[config.mk]
export PLATFORM = sky130hd
export DESIGN_NAME = usb_cdc_tx_arbiter
export DESIGN_NICKNAME = d
export VERILOG_FILES = /design/src/rtl/usb_cdc_tx_arbiter.sv
export SDC_FILE = /design/constraint.sdc
export NUM_CORES = 1
export LEC_CHECK = 0
export CAP_MARGIN = 20
export CORE_ASPECT_RATIO = 1.75
export CORE_MARGIN = 3
export CORE_UTILIZATION = 35
export DETAILED_ROUTE_END_ITERATION = 6
export GPL_TIMING_DRIVEN = 0
export PLACE_DENSITY_LB_ADDON = 0.25
export SYNTH_ARGS = -nofsm -noshare
export SYNTH_HDL_FRONTEND = slang
export SYNTH_SLANG_ARGS = --single-unit
export TNS_END_PERCENT = 50
[constraint.sdc]
create_clock -name clk -period 3.34 [get_ports clk]
set_clock_uncertainty 0.2 [all_clocks]
set_input_delay 0.668 -clock clk [delete_from_list [all_inputs] [get_ports clk]]
set_output_delay 0.668 -clock clk [all_outputs]
set_load 0.01 [all_outputs]
[src/rtl/usb_cdc_tx_arbiter.sv]
// Round-robin arbiter sharing the USB CDC TX FIFO write port between NREQ byte streams.
// Optional `USB_CDC_TXARB_PRIO_EN gives requester 0 fixed priority in IDLE.
module usb_cdc_tx_arbiter #(
    parameter int NREQ      = 4,
    parameter int MAX_BURST = 8,
    localparam int GW       = $clog2(NREQ)
) (
    input  logic              clk,
    input  logic              rst,
    input  logic              en,
    input  logic [NREQ-1:0]   req_valid,
    input  logic [NREQ*8-1:0] req_data,
    input  logic [NREQ-1:0]   req_last,
    output logic [NREQ-1:0]   req_ready,
    input  logic              tx_fifo_full,
    output logic              tx_fifo_wr,
    output logic [7:0]        tx_fifo_wdata,
    output logic [GW-1:0]     grant_id,
    output logic              busy
);
    // Handshake: a byte moves when req_valid[g] & req_ready[g]; ready never depends on valid.
    localparam int BW = $clog2(MAX_BURST + 1);
    localparam logic [0:0] S_IDLE  = 1'b0;
    localparam logic [0:0] S_GRANT = 1'b1;
`ifdef USB_CDC_TXARB_PRIO_EN
    localparam bit PRIO_EN = 1'b1;
`else
    localparam bit PRIO_EN = 1'b0;
`endif

    logic [0:0]    state_q, state_d;
    logic [GW-1:0] ptr_q, ptr_d;
    logic [GW-1:0] grant_id_q, grant_id_d;
    logic [BW-1:0] burst_cnt_q, burst_cnt_d;

    logic          sel_valid, sel_last;
    logic [7:0]    sel_data;
    logic          grant_ok, wr;
    logic          pick_found;
    logic [GW-1:0] pick_idx;
    logic [GW-1:0] ptr_after;
    logic          release_grant;

    always_comb begin
        sel_valid = 1'b0;
        sel_last  = 1'b0;
        sel_data  = 8'h00;
        for (int i = 0; i < NREQ; i++) begin
            if (grant_id_q == GW'(i)) begin
                sel_valid = req_valid[i];
                sel_last  = req_last[i];
                sel_data  = req_data[i*8 +: 8];
            end
        end
    end

    // rst gates the strobe so a byte presented during the reset cycle is never written.
    assign busy     = (state_q == S_GRANT);
    assign grant_ok = busy & en & ~tx_fifo_full & ~rst;
    assign wr       = grant_ok & sel_valid;

    always_comb begin
        req_ready = '0;
        for (int i = 0; i < NREQ; i++) begin
            req_ready[i] = grant_ok && (grant_id_q == GW'(i));
        end
    end

    assign tx_fifo_wr    = wr;
    assign tx_fifo_wdata = busy ? sel_data : 8'h00;
    assign grant_id      = grant_id_q;

    // First valid requester scanning ptr, ptr+1, ... modulo NREQ.
    always_comb begin
        pick_found = 1'b0;
        pick_idx   = '0;
        for (int k = 0; k < NREQ; k++) begin
            for (int i = 0; i < NREQ; i++) begin
                if (!pick_found && req_valid[i] && (i == (int'(ptr_q) + k) % NREQ)) begin
                    pick_found = 1'b1;
                    pick_idx   = GW'(i);
                end
            end
        end
        if (PRIO_EN && req_valid[0]) begin
            pick_found = 1'b1;
            pick_idx   = '0;
        end
    end

    assign ptr_after = (grant_id_q == GW'(NREQ - 1)) ? '0 : grant_id_q + GW'(1);

    always_comb begin
        state_d       = state_q;
        ptr_d         = ptr_q;
        grant_id_d    = grant_id_q;
        burst_cnt_d   = burst_cnt_q;
        release_grant = 1'b0;
        case (state_q)
            S_IDLE: begin
                if (en && pick_found) begin
                    state_d     = S_GRANT;
                    grant_id_d  = pick_idx;
                    burst_cnt_d = '0;
                end
            end
            S_GRANT: begin
                if (wr) begin
                    burst_cnt_d = burst_cnt_q + BW'(1);
                    if (sel_last || (burst_cnt_q == BW'(MAX_BURST - 1))) begin
                        release_grant = 1'b1;
                    end
                end else if (grant_ok && !sel_valid) begin
                    release_grant = 1'b1;
                end
                if (release_grant) begin
                    state_d = S_IDLE;
                    if (!(PRIO_EN && (grant_id_q == '0))) begin
                        ptr_d = ptr_after;
                    end
                end
            end
            default: state_d = S_IDLE;
        endcase
    end

    always_ff @(posedge clk) begin
        if (rst) begin
            state_q     <= S_IDLE;
            ptr_q       <= '0;
            grant_id_q  <= '0;
            burst_cnt_q <= '0;
        end else begin
            state_q     <= state_d;
            ptr_q       <= ptr_d;
            grant_id_q  <= grant_id_d;
            burst_cnt_q <= burst_cnt_d;
        end
    end
endmodule
==> flow_metrics.tcl, run 1 <==
set metrics [dict create \
    status "finished, final reports clean" \
    grt_pass1_wl_um 5260 \
    synth-seq-cells 9 \
    yosys-top-cells-count "a21oi_1 (18), nor2b_1 (14), dfxtp_1 (9), inv_1 (9), nand2_1 (8)" \
    critPathLaunchType "input pin" \
    dpl.cell_count 213 \
    hold_path_class "reg -> reg" \
    rows 23 \
    drt_first_pass_iters 4 \
    dieArea_mm2 0.00329 \
    grt.busiest_layer "met2" \
    overflow 0 \
    drive_above_1_share_pct 7.25 \
    cts_tree "built" \
    area_growth_pct 74.5 \
    pwr-share-clk_pct 32.3 \
    viasPerCell 5.68 \
    grt_pass1_vias 1216 \
    p_int_mw 0.289 \
    fin_nets 243 \
    p_comb_share_pct 39.1 \
    antenna_found_initial 0 \
    drt_iter0_markers 27 \
    drt-total-wl_um 3340 \
    postCtsHoldBufs 0 \
    hpwl_um 2670 \
    syn_inst 129 \
    p_sw_mw 0.108 \
    cts_buffers 3 \
    leakage_nw 0.603 \
    max-vdd-ir-drop_mv 0.270 \
    synth_ff_type "dfxtp_1" \
    fill_cells 225 \
    regArea_um2 183 \
    crit_path_top_delay_cell "clkdlybuf4s50_1" \
    seqPwrFrac_pct 28.6 \
    fmax_mhz 311 \
    finalCritPeriodShare_pct 96.1 \
    io_buffers 59 \
    synthTopCellsByArea "dfxtp_1 (20%), a21oi_1 (9.8%), nor2b_1 (9.6%)" \
    coreArea_mm2 0.00239 \
    path_max_fanout 5 \
    max_stage_delay_ns 0.55 \
    dieHeight_um 73.7 \
    drv_slew 0 \
    synth.avg_cell_area_um2 7.10 \
    pwr_density_cell_mw_per_mm2 249 \
    hold_viol_final 0 \
    cts_root_buf "clkbuf_8" \
    fin_ws_ns 0.129 \
    multi_input_area_um2 663 \
    grtUsageMet3_pct 4.66 \
    ys_seq_area_share_pct 19.7 \
    syn_area_um2 916 \
    rsz0062_at_grt "no" \
    via_count 1239 \
    met2_usage_pct 37.1 \
    end_kind "output pin" \
    start_util_pct 38.3 \
    finalSetupViolations 0 \
    cp_num_buf_inv 3 \
    clock-sinks 9 \
    crit_path_cell_trace "clkdlybuf4s50_1 > nor2_1 > a22oi_1 > nand3_1 > inv_1 > clkdlybuf4s50_1" \
    grt_max_degree 11 \
    p_sw_share_pct 27.3 \
    fin_cells 218 \
    grt_usage_pct 20.9 \
    cpLargestDelayFamily "buffers and inverters" \
    path_clk_slew_ns 0.04 \
    critPathArrivalTime_ns 2.34 \
    routabilityCongestion 0.810 \
    yosysWarnings 0 \
    clk-insertion-delay-late_ns 0.24 \
    worst_slew_pin_slew_ns 0.399 \
    timing.hold.ws_ns 0.288 \
    maxCapViolations 0 \
    preCtsSetupSlack_ns -0.0245 \
    synth_edf_count 0 \
    wire_per_inst_um 15.3 \
    synthDominantCellAreaShare_pct 19.7 \
    finalCriticalPeriod_ns 3.21 \
    slew_headroom_pct 73.4 \
    fin_total_pwr_mw 0.398 \
    die_w_um 44.7 \
    top_level_ports 60 \
    post-synth-top-count-cell "a21oi_1" \
    crit_top_cell "clkdlybuf4s50_1" \
    yosysTopAreaCell "dfxtp_1" \
    cts_htree_levels 1 \
    cts_buffer_depth 2 \
    n_antenna_cell 0 \
    synth_fp_nets 178 \
    grt_use_met1_pct 23.0 \
    critical_path_class "in -> out" \
    async_flop_share_pct 0 \
    drt.antenna.violating_nets 0 \
    required_ns 2.47 \
    route.detailed.drc 0 \
    yosysUniqueCellTypes 32 \
]
cells by family (layout without fill, tap and decap cells):
kind of cell | Yosys count | in the layout | synth area share (%)
flip-flops | 9 | 9 | 19.7
AO/OA/AOI/OAI | 43 | 43 | 30.9
adder cells (fa/ha/maj) | 5 | 5 | 6.83
AND/OR/NAND/NOR | 54 | 54 | 33.6
buffers and inverters | 17 | 81 | 7.92
multiplexers | 1 | 1 | 1.09
worst reg2reg max path, delay by kind of cell, from the launching register on:
| kind | cells | cell delay (ns) |
|---|---|---|
| compound gates | 2 | 0.33 |
| fa+ha+maj | 1 | 0.22 |
| buf+inv | 3 | 0.44 |
| flops | 1 | 0.37 |
| simple gates | 2 | 0.53 |
power by group through the flow:
stage               sequential [mW]  clock (mW)  combinational (mW)
floorplan                     0.116           0              0.0678
global placement              0.115           0               0.151
detailed placement            0.116           0               0.155
CTS                           0.114       0.130               0.156
global route                  0.114       0.135               0.171
finish                        0.114       0.129               0.156
cell type report:
cell class / instances / share of cell area (%)
flip-flops and latches: 9 / 11.4
well taps: 25 / 1.96
repair buffers: 60 / 37.4
multi-input cells: 103 / 41.5
inverters: 9 / 2.11
plain buffers: 8 / 2.74
clock buffers: 4 / 2.82
registers in the layout, indices dropped and copies added, names as in the netlist:
| signal | flops |
|---|---|
| burst_cnt_q | 4 |
| grant_id | 2 |
| ptr_q | 2 |
| busy | 1 |
metal layers:
layer | part of all wire, % | wire length (µm) | vias up
met1 | 40 | 1320 | 557
li1 | - | - | 606
met5 | 0 | 0 | -
met4 | 1.6 | 53 | 0
met2 | 49 | 1630 | 71
met3 | 10 | 336 | 5
path summary, 6_finish.rpt:
check                                                 start                     endpoint  slack (ns)  depth (start not counted)
worst max-delay path                           req_valid[2]                   tx_fifo_wr        0.13                          6
worst min-delay path            burst_cnt_q[1]$_SDFFE_PP0P_  burst_cnt_q[1]$_SDFFE_PP0P_        0.29                          2
worst max register to register     grant_id[0]$_SDFFE_PP0P_  burst_cnt_q[2]$_SDFFE_PP0P_        1.13                          8
worst min register to register  burst_cnt_q[1]$_SDFFE_PP0P_  burst_cnt_q[1]$_SDFFE_PP0P_        0.29                          2
layout by cell type (no fill, tap or decap), drive strengths merged, types with 2 or more instances in the layout:
master         instances
a221oi                 8
a21oi                 18
or4                    3
o22ai                  2
inv                    9
clkdlybuf4s50         59
nor2                   3
and2                   5
dfxtp                  9
or3                    2
nor2b                 15
buf                    4
nand2                  8
clkbuf                 9
o21ai                  7
o311ai                 2
nand3b                 3
nand3                  5
nor3                   7
ha                     5
through the flow:
step / setup TNS, ns / util (%) / area, µm²
5_1_grt: 0 / 66.9 / 1600
6_report: 0 / 66.9 / 1600
3_5_place_dp: -0.0245 / 64.4 / 1540
2_1_floorplan: 0 / - / 916
3_3_place_gp: -0.0163 / 64.4 / 1540
4_1_cts: 0 / 66.7 / 1590
repair_timing:
item / CTS / global route
hold endpoints to repair: 0 / 0
endpoints found under the setup margin: 9 / 10
buffers inserted: 1 / 0
gates resized for setup: 2 / 8
pin swaps: 1 / 0
Note: power is estimated with default switching activity, not from simulation.
==> inputs of run 2 (changes only) <==
- CORE_ASPECT_RATIO: 1.75 -> 2
- CTS_BUF_LIST: default -> sky130_fd_sc_hd__clkbuf_8
==> run 2 against run 1 <==
Wire length down 1.9%. Clock-buffer cell count down 1. Final area up 0.86%. Sequential power about the same. Register-to-register slack better by 0.07 ns. Power down 1.6%. Via count down 3.6%. Largest cell class unchanged. Highest routed layer unchanged.
==> flow_metrics.tcl, run 2 (synthesis results as in run 1) <==
set metrics [dict create \
    grt_pass1_wl_um 5240 \
    critical_path_class "in -> out" \
    finalSetupViolations 0 \
    antenna_found_initial 0 \
    clk-insertion-delay-late_ns 0.23 \
    fin_ws_ns 0.114 \
    drt.antenna.violating_nets 0 \
    io_buffers 59 \
    leakage_nw 0.612 \
    status "finished, final reports clean" \
    largest_register "burst_cnt_q" \
    max-vdd-ir-drop_mv 0.262 \
    grt_usage_pct 19.6 \
    viasPerCell 5.45 \
    grt_pass1_vias 1148 \
    n_antenna_cell 0 \
    fin_cells 219 \
    die_w_um 42.2 \
    cts_buffers 3 \
    largest_reg_flops 4 \
    drive_above_1_share_pct 8.33 \
    via_count 1194 \
    start_util_pct 37.5 \
    hpwl_um 2620 \
    critPathArrivalTime_ns 2.36 \
    path_max_fanout 6 \
    required_ns 2.47 \
    end_kind "output pin" \
    routabilityCongestion 0.828 \
    cts_tree "built" \
    top_level_ports 60 \
    cts_root_buf "clkbuf_8" \
    finalCritPeriodShare_pct 96.6 \
    drt_first_pass_iters 4 \
    hold_viol_final 0 \
    rsz0062_at_grt "yes" \
    layout_common_cells "clkdlybuf4s50_1 (58), a21oi_1 (18), nor2b_1 (14), inv_1 (10), nand2_1 (8)" \
    path_clk_slew_ns 0.04 \
    area_growth_pct 76.0 \
    fin_total_pwr_mw 0.391 \
    drt_iter0_markers 35 \
    dieHeight_um 78.3 \
    rows 25 \
    final_util_pct 66.1 \
    pwr_density_cell_mw_per_mm2 243 \
    worst_slew_pin_slew_ns 0.387 \
    overflow 0 \
    fmax_mhz 310 \
    layout_commonest_cell "clkdlybuf4s50_1" \
    hold_path_class "reg -> reg" \
    slew_headroom_pct 74.2 \
    finalCriticalPeriod_ns 3.23 \
    dieArea_mm2 0.00330 \
    wire_per_inst_um 15.0 \
    maxCapViolations 0 \
    grt_max_degree 11 \
    preCtsSetupSlack_ns -0.00971 \
    dpl.cell_count 215 \
    drv_slew 0 \
    fin_nets 242 \
    cts_buffer_depth 2 \
    critPathLaunchType "input pin" \
    clock-sinks 9 \
    cts_htree_levels 1 \
    route.detailed.drc 0 \
    coreArea_mm2 0.00244 \
    drt-total-wl_um 3280 \
]
==> run 2: worst max-delay path, cell delays in order <==
cell and delay [ns]:
clkdlybuf4s50_1 0.54, nor2_1 0.08, a22oi_2 0.20, nand3_2 0.16
inv_1 0.15, clkdlybuf4s50_1 0.55
==> run 2: report_power, final <==
| part | leakage, nW | internal [mW] | switching, mW |
|---|---|---|---|
| clock network | 0.0269 | 0.0799 | 0.0412 |
| logic | 0.511 | 0.0955 | 0.0610 |
| registers | 0.0739 | 0.111 | 0.00299 |
==> run 2: through the flow <==
| stage | cell area (µm²) | hold slack, ns | TNS [ns] |
|---|---|---|---|
| after global routing | 1610 | 0.315 | -0.0220 |
| after detailed placement | 1540 | 0.287 | -0.00971 |
| after CTS | 1590 | 0.293 | 0 |
| after floorplan | 916 | 0.265 | 0 |
| after global placement | 1540 | 0.280 | -0.0118 |
| final | 1610 | 0.294 | 0 |
==> run 2: final cells by class <==
| class | count | area (µm²) |
|---|---|---|
| buffer | 8 | 48.8 |
| clock buffer | 3 | 41.3 |
| clock inverter | 1 | 3.75 |
| fill | 233 | 828 |
| inverter | 9 | 33.8 |
| multi-input combinational | 103 | 674 |
| sequential | 9 | 183 |
| tap | 27 | 33.8 |
| timing repair buffer | 59 | 593 |
==> run 2: repair_timing <==
item | in CTS | in global routing
resized for setup | 4 | 12
pin swaps | 1 | 0
endpoints found under the setup margin | 9 | 9
hold buffers | 0 | 0
setup buffers | 0 | 0
==> run 2: path summary, 6_finish.rpt <==
kind / to / slack [ns] / startpoint / cells after the start
setup / recovery: tx_fifo_wr / 0.11 / req_valid[2] / 6
hold / removal: grant_id[1]$_SDFFE_PP0P_ / 0.29 / grant_id[1]$_SDFFE_PP0P_ / 2
setup reg to reg: ptr_q[0]$_SDFFE_PP0P_ / 1.20 / grant_id[1]$_SDFFE_PP0P_ / 8
hold reg to reg: grant_id[1]$_SDFFE_PP0P_ / 0.29 / grant_id[1]$_SDFFE_PP0P_ / 2
==> run 2: per-layer routing <==
metal	up-vias	wire (µm)	global-route usage [%]	share of wire (%)
li1	600	-	-	-
met1	524	1310	21.7	40
met2	66	1660	34.7	51
met3	4	271	5.96	8.3
met4	0	38	5.92	1.2
met5	-	0	0	0
==> inputs of run 3 (changes only) <==
- CORE_ASPECT_RATIO: 2 -> default
- CORE_UTILIZATION: 35 -> 40
- SLEW_MARGIN: default -> 20
==> run 3 against run 2 <==
Utilization increased by 13 points. Die area fell by 12%. Worst hold slack better by 0.0030 ns. Via count grew 4.4%. First-iteration DRC count shrank 20%. Sequential cell count is the same. Critical endpoint unchanged. Highest routed layer unchanged.
==> flow_metrics.tcl, run 3 (synthesis results as in run 1) <==
set metrics [dict create \
    dieHeight_um 53.9 \
    top_level_ports 60 \
    required_ns 2.47 \
    route.detailed.drc 0 \
    max-vdd-ir-drop_mv 0.334 \
    hold_path.startpoint "burst_cnt_q[1]$_SDFFE_PP0P_" \
    area_growth_pct 78.0 \
    die_w_um 53.9 \
    path_max_fanout 6 \
    r2r_end "ptr_q[0]$_SDFFE_PP0P_" \
    start_util_pct 44.4 \
    leakage_nw 0.604 \
    via_count 1247 \
    cts_tree "built" \
    status "finished, final reports clean" \
    ff2ff_setup_slack_ns 1.19 \
    wire_per_inst_um 15.8 \
    cts_htree_levels 1 \
    drt-total-wl_um 3450 \
    min_to "burst_cnt_q[1]$_SDFFE_PP0P_" \
    post_cts_buffers 0 \
    critPathLaunchType "input pin" \
    end_kind "output pin" \
    drt_iter0_markers 28 \
    slew_headroom_pct 72.6 \
    hpwl_um 2610 \
    clk-insertion-delay-late_ns 0.24 \
    grt_pass1_vias 1183 \
    layout_common_cells "clkdlybuf4s50_1 (59), a21oi_1 (18), nor2b_1 (14), inv_1 (9)" \
    critical_path_class "in -> out" \
    critPathArrivalTime_ns 2.34 \
    grt_usage_pct 24.1 \
    finalCritPeriodShare_pct 95.9 \
    finalCriticalPeriod_ns 3.20 \
    placed_cell_area_mm2 0.00154 \
    drive_above_1_share_pct 10.9 \
    fmax_mhz 312 \
    coreArea_mm2 0.00206 \
    n_antenna_cell 0 \
    fin_area_mm2 0.00163 \
    hold_path_class "reg -> reg" \
    finalSetupViolations 0 \
    maxCapViolations 0 \
    drt_first_pass_iters 4 \
    worst_slew_pin_slew_ns 0.411 \
    viasPerCell 5.69 \
    largest_register "burst_cnt_q" \
    overflow 0 \
    drt.antenna.violating_nets 0 \
    grt_max_degree 11 \
    layout_commonest_cell "clkdlybuf4s50_1" \
    drv_slew 0 \
    largest_reg_flops 4 \
    postCtsHoldBufs 0 \
    rows 16 \
    grt_pass1_wl_um 5140 \
    pwr_density_cell_mw_per_mm2 254 \
    cts_buffer_depth 2 \
    fin_nets 242 \
    setup_tns_ns 0 \
    hold_viol_final 0 \
    io_buffers 59 \
    cts_buffers 3 \
    clock-sinks 9 \
    routabilityCongestion 0.821 \
    cts_root_buf "clkbuf_8" \
    rsz0062_at_grt "no" \
    ff2ff_path_depth 8 \
    dieArea_mm2 0.00290 \
    path_clk_slew_ns 0.05 \
    min_delay_path_depth 2 \
    antenna_found_initial 0 \
    rr_startpoint "grant_id[1]$_SDFFE_PP0P_" \
]
run 3: layout make-up:
type                    count  area, µm²
multi-input cells         103        696
repair buffers             59        591
fillers                   146        432
flip-flops and latches      9        181
plain buffers               8       48.8
clock buffers               3       41.3
inverters                   9       33.8
well taps                  27       33.8
clock inverters             1       5.00
run 3: worst max path at each step:
stage	end	slack, ns	depth (start not counted)	start
2_1_floorplan	tx_fifo_wdata[6]	0.92	8	grant_id[1]$_SDFFE_PP0P_
3_3_place_gp	tx_fifo_wr	0.03	6	rst
3_5_place_dp	tx_fifo_wr	0.02	6	rst
4_1_cts	tx_fifo_wr	0.005	6	rst
5_1_grt	tx_fifo_wr	0.03	6	rst
6_report	tx_fifo_wr	0.14	6	rst
run 3: stage by stage:
stage | worst slack, ns | power, mW | instances | utilization [%] | hold WS (ns)
3_3_place_gp | 0.0298 | 0.266 | 215 | 74.7 | 0.279
3_5_place_dp | 0.0152 | 0.271 | 215 | 74.7 | 0.286
5_1_grt | 0.0338 | 0.435 | 219 | 79.1 | 0.333
6_report | 0.137 | 0.414 | 219 | 79.1 | 0.297
4_1_cts | 0.00518 | 0.407 | 219 | 77.1 | 0.293
2_1_floorplan | 0.917 | 0.184 | 129 | - | 0.265
run 3: repair_timing:
action	4_1_cts	5_1_grt
pin swaps	0	0
endpoints found under the hold margin	0	0
resized for setup	2	18
setup endpoints to repair	9	10
run 3: worst max-delay path: stages:
cell,delay [ns]
clkdlybuf4s50_1,0.45
nor2_2,0.14
and3_2,0.25
nand3_2,0.13
inv_1,0.14
clkdlybuf4s50_1,0.55
run 3: report_power, final:
group	total (mW)	internal, mW	leakage, nW	switching, mW
combinational	0.163	0.0976	0.506	0.0655
sequential	0.114	0.111	0.0734	0.00333
clock	0.137	0.0823	0.0255	0.0544
total	0.414	0.290	0.604	0.123
run 3: layer usage:
metal	part of all wire, %	wire length [µm]	up-vias	global-route usage [%]
li1	-	-	604	-
met1	39	1330	553	25.7
met2	46	1580	75	42.5
met3	12	419	15	6.09
met4	3.4	119	0	13.6
met5	0	0	-	0
